==> src/rtl/adder_tree_in_packer.sv <==
// Stream-to-vector packer feeding adder_tree_var_bit: collects NUM signed words,
// zero-pads frames ended early by in_last, and delays out_valid to line up with the tree sum.
module adder_tree_in_packer #(
    parameter int NUM      = 18,
    parameter int LEN      = 16,
    parameter int TREE_LAT = 5
) (
    input  logic                clk,
    input  logic                rst,
    input  logic [LEN-1:0]      in_data,
    input  logic                in_valid,
    input  logic                in_last,
    output logic                in_ready,
    output logic [NUM*LEN-1:0]  out_vec,
    output logic                out_valid,
    output logic                out_last,
    output logic                sum_valid,
    output logic [15:0]         vec_count
);
    localparam int W  = NUM * LEN;
    localparam int CW = $clog2(NUM);

    typedef enum logic {FILL, FLUSH} state_t;

    state_t          state, state_nx;
    logic [CW-1:0]   cnt, cnt_nx;
    logic [CW-1:0]   rem, rem_nx;
    logic [W-1:0]    shreg, shreg_nx, shifted;
    logic [LEN-1:0]  shift_word;
    logic            accept;
    logic            emit, emit_last;
    logic [TREE_LAT-1:0] vld_pipe;

    assign in_ready = (state == FILL) && !rst;
    assign accept   = in_valid && in_ready;

    always_comb begin
        state_nx   = state;
        cnt_nx     = cnt;
        rem_nx     = rem;
        shreg_nx   = shreg;
        emit       = 1'b0;
        emit_last  = 1'b0;
        // FLUSH pads with zero words; FILL takes the incoming word.
        shift_word = (state == FLUSH) ? '0 : in_data;
        shifted    = {shreg[W-LEN-1:0], shift_word};
        case (state)
            FILL: begin
                if (accept) begin
                    shreg_nx = shifted;
                    if (cnt == CW'(NUM-1)) begin
                        emit      = 1'b1;
                        emit_last = in_last;
                        cnt_nx    = '0;
                    end else if (in_last) begin
                        rem_nx   = CW'(NUM-1) - cnt;
                        state_nx = FLUSH;
                    end else begin
                        cnt_nx = cnt + 1'b1;
                    end
                end
            end
            FLUSH: begin
                shreg_nx = shifted;
                rem_nx   = rem - 1'b1;
                if (rem == CW'(1)) begin
                    emit      = 1'b1;
                    emit_last = 1'b1;
                    cnt_nx    = '0;
                    state_nx  = FILL;
                end
            end
            default: state_nx = FILL;
        endcase
    end

    always_ff @(posedge clk) begin
        if (rst) begin
            state     <= FILL;
            cnt       <= '0;
            rem       <= '0;
            shreg     <= '0;
            out_vec   <= '0;
            out_valid <= 1'b0;
            out_last  <= 1'b0;
            vec_count <= '0;
        end else begin
            state     <= state_nx;
            cnt       <= cnt_nx;
            rem       <= rem_nx;
            shreg     <= shreg_nx;
            out_valid <= emit;
            if (emit) begin
                out_vec   <= shreg_nx;
                out_last  <= emit_last;
                vec_count <= vec_count + 16'd1;
            end
        end
    end

    // out_valid delayed to the cycle the tree presents the sum of this vector.
    always_ff @(posedge clk) begin
        if (rst) begin
            vld_pipe <= '0;
        end else begin
            vld_pipe[0] <= out_valid;
            for (int i = 1; i < TREE_LAT; i++)
                vld_pipe[i] <= vld_pipe[i-1];
        end
    end

    assign sum_valid = vld_pipe[TREE_LAT-1];

endmodule

==> config.mk <==
export PLATFORM = sky130hd
export DESIGN_NAME = adder_tree_in_packer
export DESIGN_NICKNAME = d
export VERILOG_FILES = /design/src/rtl/adder_tree_in_packer.sv
export SDC_FILE = /design/constraint.sdc
export NUM_CORES = 1
export LEC_CHECK = 0
export CORE_MARGIN = 5
export CORE_UTILIZATION = 35
export DETAILED_ROUTE_END_ITERATION = 6
export DONT_BUFFER_PORTS = 1
export SETUP_SLACK_MARGIN = 0.05
export SKIP_LAST_GASP = 1
export SYNTH_ARGS = -nofsm -noshare
export SYNTH_HDL_FRONTEND = slang
export SYNTH_SLANG_ARGS = --single-unit
==> constraint.sdc <==
create_clock -name clk -period 1.9 [get_ports clk]
set_clock_uncertainty 0.2 [all_clocks]
set_input_delay 0.38 -clock clk [delete_from_list [all_inputs] [get_ports clk]]
set_output_delay 0.38 -clock clk [all_outputs]
set_load 0.03 [all_outputs]
==> Yosys cells after proc, flatten, opt, wreduce, memory -nomap -nowiden <==
Index checks and enable logic that the tools add are counted.
{ "classes": {"bitwise": 1, "eq_ne": 7, "reduce_logical": 5, "n_addsub": 4, "muxes": 24} }
{ "ops": {"columns": ["op", "count"], "rows": [
  ["$pmux 288 s2", 1],
  ["$mux 288", 1],
  ["$mux 5", 7],
  ["$pmux 5 s2", 2],
  ["$add 16x1->16 const B", 1],
  ["$mux 16", 1],
  ["$mux 1", 9],
  ["$ne 2x2->1 const B", 3],
  ["$pmux 1 s2", 3],
  ["$reduce_and 3->1", 2],
  ["$add 5x1->5 const B", 1],
  ["$eq 5x1->1 const B", 1],
  ["$eq 5x5->1 const B", 1],
  ["$sub 5x1->5 const B", 1],
  ["$sub 5x5->5 const A", 1],
  ["$ne 3x2->1 const B", 1],
  ["$logic_and 1x1->1", 2],
  ["$ne 2x1->1 const B", 1],
  ["$logic_not 1->1", 1],
  ["$not 1->1", 1]
]} }
{ "totals": {"in_bits": 20, "regBits": 610} }

==> Logic depth before layout (Yosys ltp) <==
Gate-level depths: netlist (run 1).
{ "logic_depth": {"word_depth": 5, "mapped_depth": 9, "depth_no_buf": 6} }

==> Worst setup path before layout (run 1) <==
Ideal clock, no wire load.
{ "synth_path": {"path_type": "reg-to-reg", "from": "reg vec_count[2]", "to": "reg vec_count[14]", "arrival_time_ns": 1.749, "synth_period_minus_slack_ns": 2.019, "stages_incl_launch_ff": 6, "path_slack_ns": -0.119, "n_path_buf": 1, "path_cell_list": "dfxtp_1 > and4_1 > nand3_1 > buf_2 > or4_1 > a21oi_1"} }
{ "synth_via": {"elab_chain_cells": 1} }
{ "synth_rtl": {"columns": ["item", "line", "rtl"], "rows": [
  ["start, declared", "18", "output logic [15:0] vec_count"],
  ["start signal, assigned", "96", "vec_count <= vec_count + 16'd1;"],
  ["$add 16x1->16", "96", null]
]} }
No other way between the ends.
A chain may end at the register's enable or synchronous reset.

==> Worst setup path in the final report (run 1) <==
{ "layout_path": {"from": "reg rem[1]", "to": "reg out_vec[117]"} }
{ "layout_via": {"elab_chain_cells": 3} }
{ "layout_rtl": {"columns": ["item", "line", "rtl"], "rows": [
  ["start, declared", "27", "logic [CW-1:0] rem, rem_nx;"],
  ["start signal, assigned", "90", "rem <= rem_nx;"],
  ["$eq 5x1->1", "66", "if (rem == CW'(1)) begin"],
  ["$mux 1", "66", null],
  ["$pmux 1 s2", "47", "case (state)"],
  ["end signal, assigned", "94", "out_vec <= shreg_nx;"],
  ["end, declared", "14", "output logic [NUM*LEN-1:0] out_vec,"]
]} }
No other way between the ends.

==> metrics.txt, run 1 <==
status=finished, violations left; failing checks=hold timing, slew limit, setup timing; PortBufs=0; Worst Hold Class=in2reg; R2R cell count=9; hold_buf cts=9; sequential share of the synthesized area=57.3%; CTS Buffer Depth=3; Final Hold Violating Endpoints=roughly 200; Total Power=28300 uW; antenna violations before repair=1; gpl congestion=0.820; Fillers=about 5400; via/cell ratio=5.17; Pleak=just over 0.01 uW; Clock Sinks=between 600 and 700; routed len/inst=~21 microns; drt first pass iters=7; Starting Density=35.3%; core region area=just over 60000 sq um; max-slew violation count=72; Clock Latency Late Sink=approximately 600 ps; worst-margin pin slew=1570 ps; pre-CTS setup slack=-178 ps; CP endpoint=out_vec[117]; IO Count=328; register area=12200 sq um; pwr dens=1010 nW/um^2; setup violators final=325; max-cap violations=0; crit end category=flop; reg2reg end=out_vec[117]; share of layout cells above drive strength 1=between 20% and 30%; crit-path max FO=10; die width=between 200 and 300 microns; die area=65900 sq um; fmax=460 MHz; Core Rows=90; H-tree level count=3; via count=roughly 15000; crit path launch type=flop; Peak VDD IR=712 uV; CTS Buf Count=68; DRC=0; Cells after Synth=approximately 2100; Final nets=roughly 2200; unrepaired setup endpoints after global routing=true; relative slew slack=-4.48%; period utilization=114%; Total Neg Setup Slack=-45580 ps; Post-Syn Area=21300 sq um; reg-to-reg startpoint=rem[1]; first-pass GRT wire length=86.8 mm; Die H=257 microns; post-synth net total=2112; Multi-input gate area=9680 sq um; post-DP HPWL=39.4 mm; Final ANT Viol Nets=0; CTS root buf=clkbuf_16; CTS tree=done; Setup crit start=rem[1]; fin crit period=2170 ps; GRT Residual Overflow=0; largest net degree at the start of global routing=613; Arr. time, crit path=2440 ps; post-synthesis to final-layout area growth=31.4%; data required time of the worst path=2160 ps; #FFs+latches synth=between 600 and 700; WHS=-281 ps; Worst-path clk slew=60 ps; Syn Area/Cell=~10 sq um; YS warnings=0; critical path class=reg2reg; synth unique cells=45; vias in the first global route=14339; Iter 0 DRT Violations=about 1000; utilization after layout=46.4%; worst reg2reg setup slack=-270 ps; worst setup margin=-274 ps; Routed WL=63.4 mm; gr usage total=16.5%
==> power by group <==
| group | internal [uW] | total (uW) | switching, uW |
|---|---|---|---|
| logic | 1040 | 1910 | 869 |
| clock network | 7560 | 12800 | 5270 |
| registers | 13000 | 13500 | 521 |
==> area by class of cell <==
type | instances | share of cell area [%]
tap | 782 | 3.49
clock inverter | 22 | 0.813
sequential | 610 | 43.7
multi-input combinational | 1295 | 34.6
antenna | 2 | 0.0179
clock buffer | 93 | 6.92
inverter | 9 | 0.121
timing repair buffer | 185 | 10.4
==> synth_stat cells, drive strengths merged <==
cell | count | share of area [%]
and3 | 1 | 0.029
inv | 9 | 0.16
nor4 | 2 | 0.088
nor4b | 1 | 0.11
a22oi | 19 | 0.69
or3b | 1 | 0.053
a22o | 1 | 0.047
or4 | 10 | 0.35
nand2 | 16 | 0.28
a32oi | 1 | 0.041
buf | 105 | 2.9
and2 | 2 | 0.059
nor3b | 2 | 0.094
nor2 | 581 | 10
nand4 | 3 | 0.088
or3 | 5 | 0.15
a31oi | 6 | 0.18
mux2 | 1 | 0.053
o21ai | 8 | 0.19
a211oi | 288 | 11
a21oi | 24 | 0.56
a31o | 1 | 0.041
nand4b | 2 | 0.082
nand2b | 2 | 0.059
nand3b | 1 | 0.035
and4 | 2 | 0.082
nor2b | 7 | 0.21
clkbuf | 67 | 1.2
and4b | 1 | 0.065
xnor2 | 3 | 0.12
o31ai | 9 | 0.32
xor2 | 1 | 0.041
ha | 6 | 0.35
nand3 | 10 | 0.23
o311a | 1 | 0.047
nor3 | 4 | 0.094
dfxtp | 610 | 57
mux2i | 273 | 13
==> cell families after synthesis <==
family	share of synthesized area, %
AO/OA/AOI/OAI	12.7
XOR/XNOR	0.164
adder cells (fa/ha/maj)	0.352
buffers and inverters	4.27
flip-flops	57.3
multiplexers	12.9
AND/OR/NAND/NOR	12.4
==> layer usage <==
layer	part of all wire [%]	GRT usage [%]
met4	3.4	6.04
met3	8.7	6.71
met5	0	0
met2	48	26.6
met1	40	19.8
==> timing repair <==
| item | CTS | global route |
|---|---|---|
| endpoints found under the hold margin | 610 | 604 |
| pin swaps | 3 | 65 |
| setup endpoints to repair | 306 | 476 |
| gates resized for setup | 24 | 309 |
| setup buffers | 4 | 18 |
| gates cloned | 5 | 44 |
==> worst max-delay path: stages (launching register included) <==
cell	delay, ps
dfxtp_2	320
inv_2	70
ha_4	110
nor4b_4	270
a22o_4	220
buf_4	160
buf_12	170
buf_6	170
nor2_1	50
a211oi_1	270
==> through the flow <==
stage	hold WS (ps)	instances	instance area, sq um
6_report	-281	2998	28000
2_1_floorplan	214	2086	21500
3_5_place_dp	235	2802	22600
4_1_cts	-356	2935	25200
5_1_grt	-355	2996	28000
3_3_place_gp	223	2802	22600
==> flip-flops by register name, indices dropped and copies added, names as in the netlist <==
register   flops
rem            5
shreg        288
out_vec      288
out_last       1
vec_count     16
out_valid      1
cnt            5
vld_pipe       5
state          1
==> worst min-delay path by stage <==
stage	endpoint	depth (start not counted)	startpoint
floorplan	vld_pipe[1]	1	vld_pipe[0]
global placement	vld_pipe[2]	1	vld_pipe[1]
detailed placement	vld_pipe[1]	1	vld_pipe[0]
CTS	shreg[15]	1	rst
global route	shreg[15]	1	rst
finish	shreg[12]	1	rst
==> layout by cell type (no fill, tap or decap), drive strengths merged, types with 2 or more instances in the layout <==
cell,instances
diode,2
nor4,2
nand4b,2
clkbuf,128
dlygate4sd3,9
nand4,3
a211oi,288
nor2b,7
and2,2
or4,10
nand2,16
bufinv,3
mux2i,273
inv,17
ha,6
clkinvlp,2
dfxtp,610
nor3,4
a21oi,24
a22oi,19
o31ai,9
nand2b,2
buf,140
nor2,581
nor3b,2
a31oi,6
o21ai,8
xnor2,3
or3,5
nand3,10
and4,2
clkinv,9
No activity file was read; power rests on OpenSTA's default activity.
==> run 2, diff against run 1 <==
Settings changed: SLEW_MARGIN set to 20.
==> results of run 2 <==
No change in the layout: final DEF, timing and power equal those of run 1.
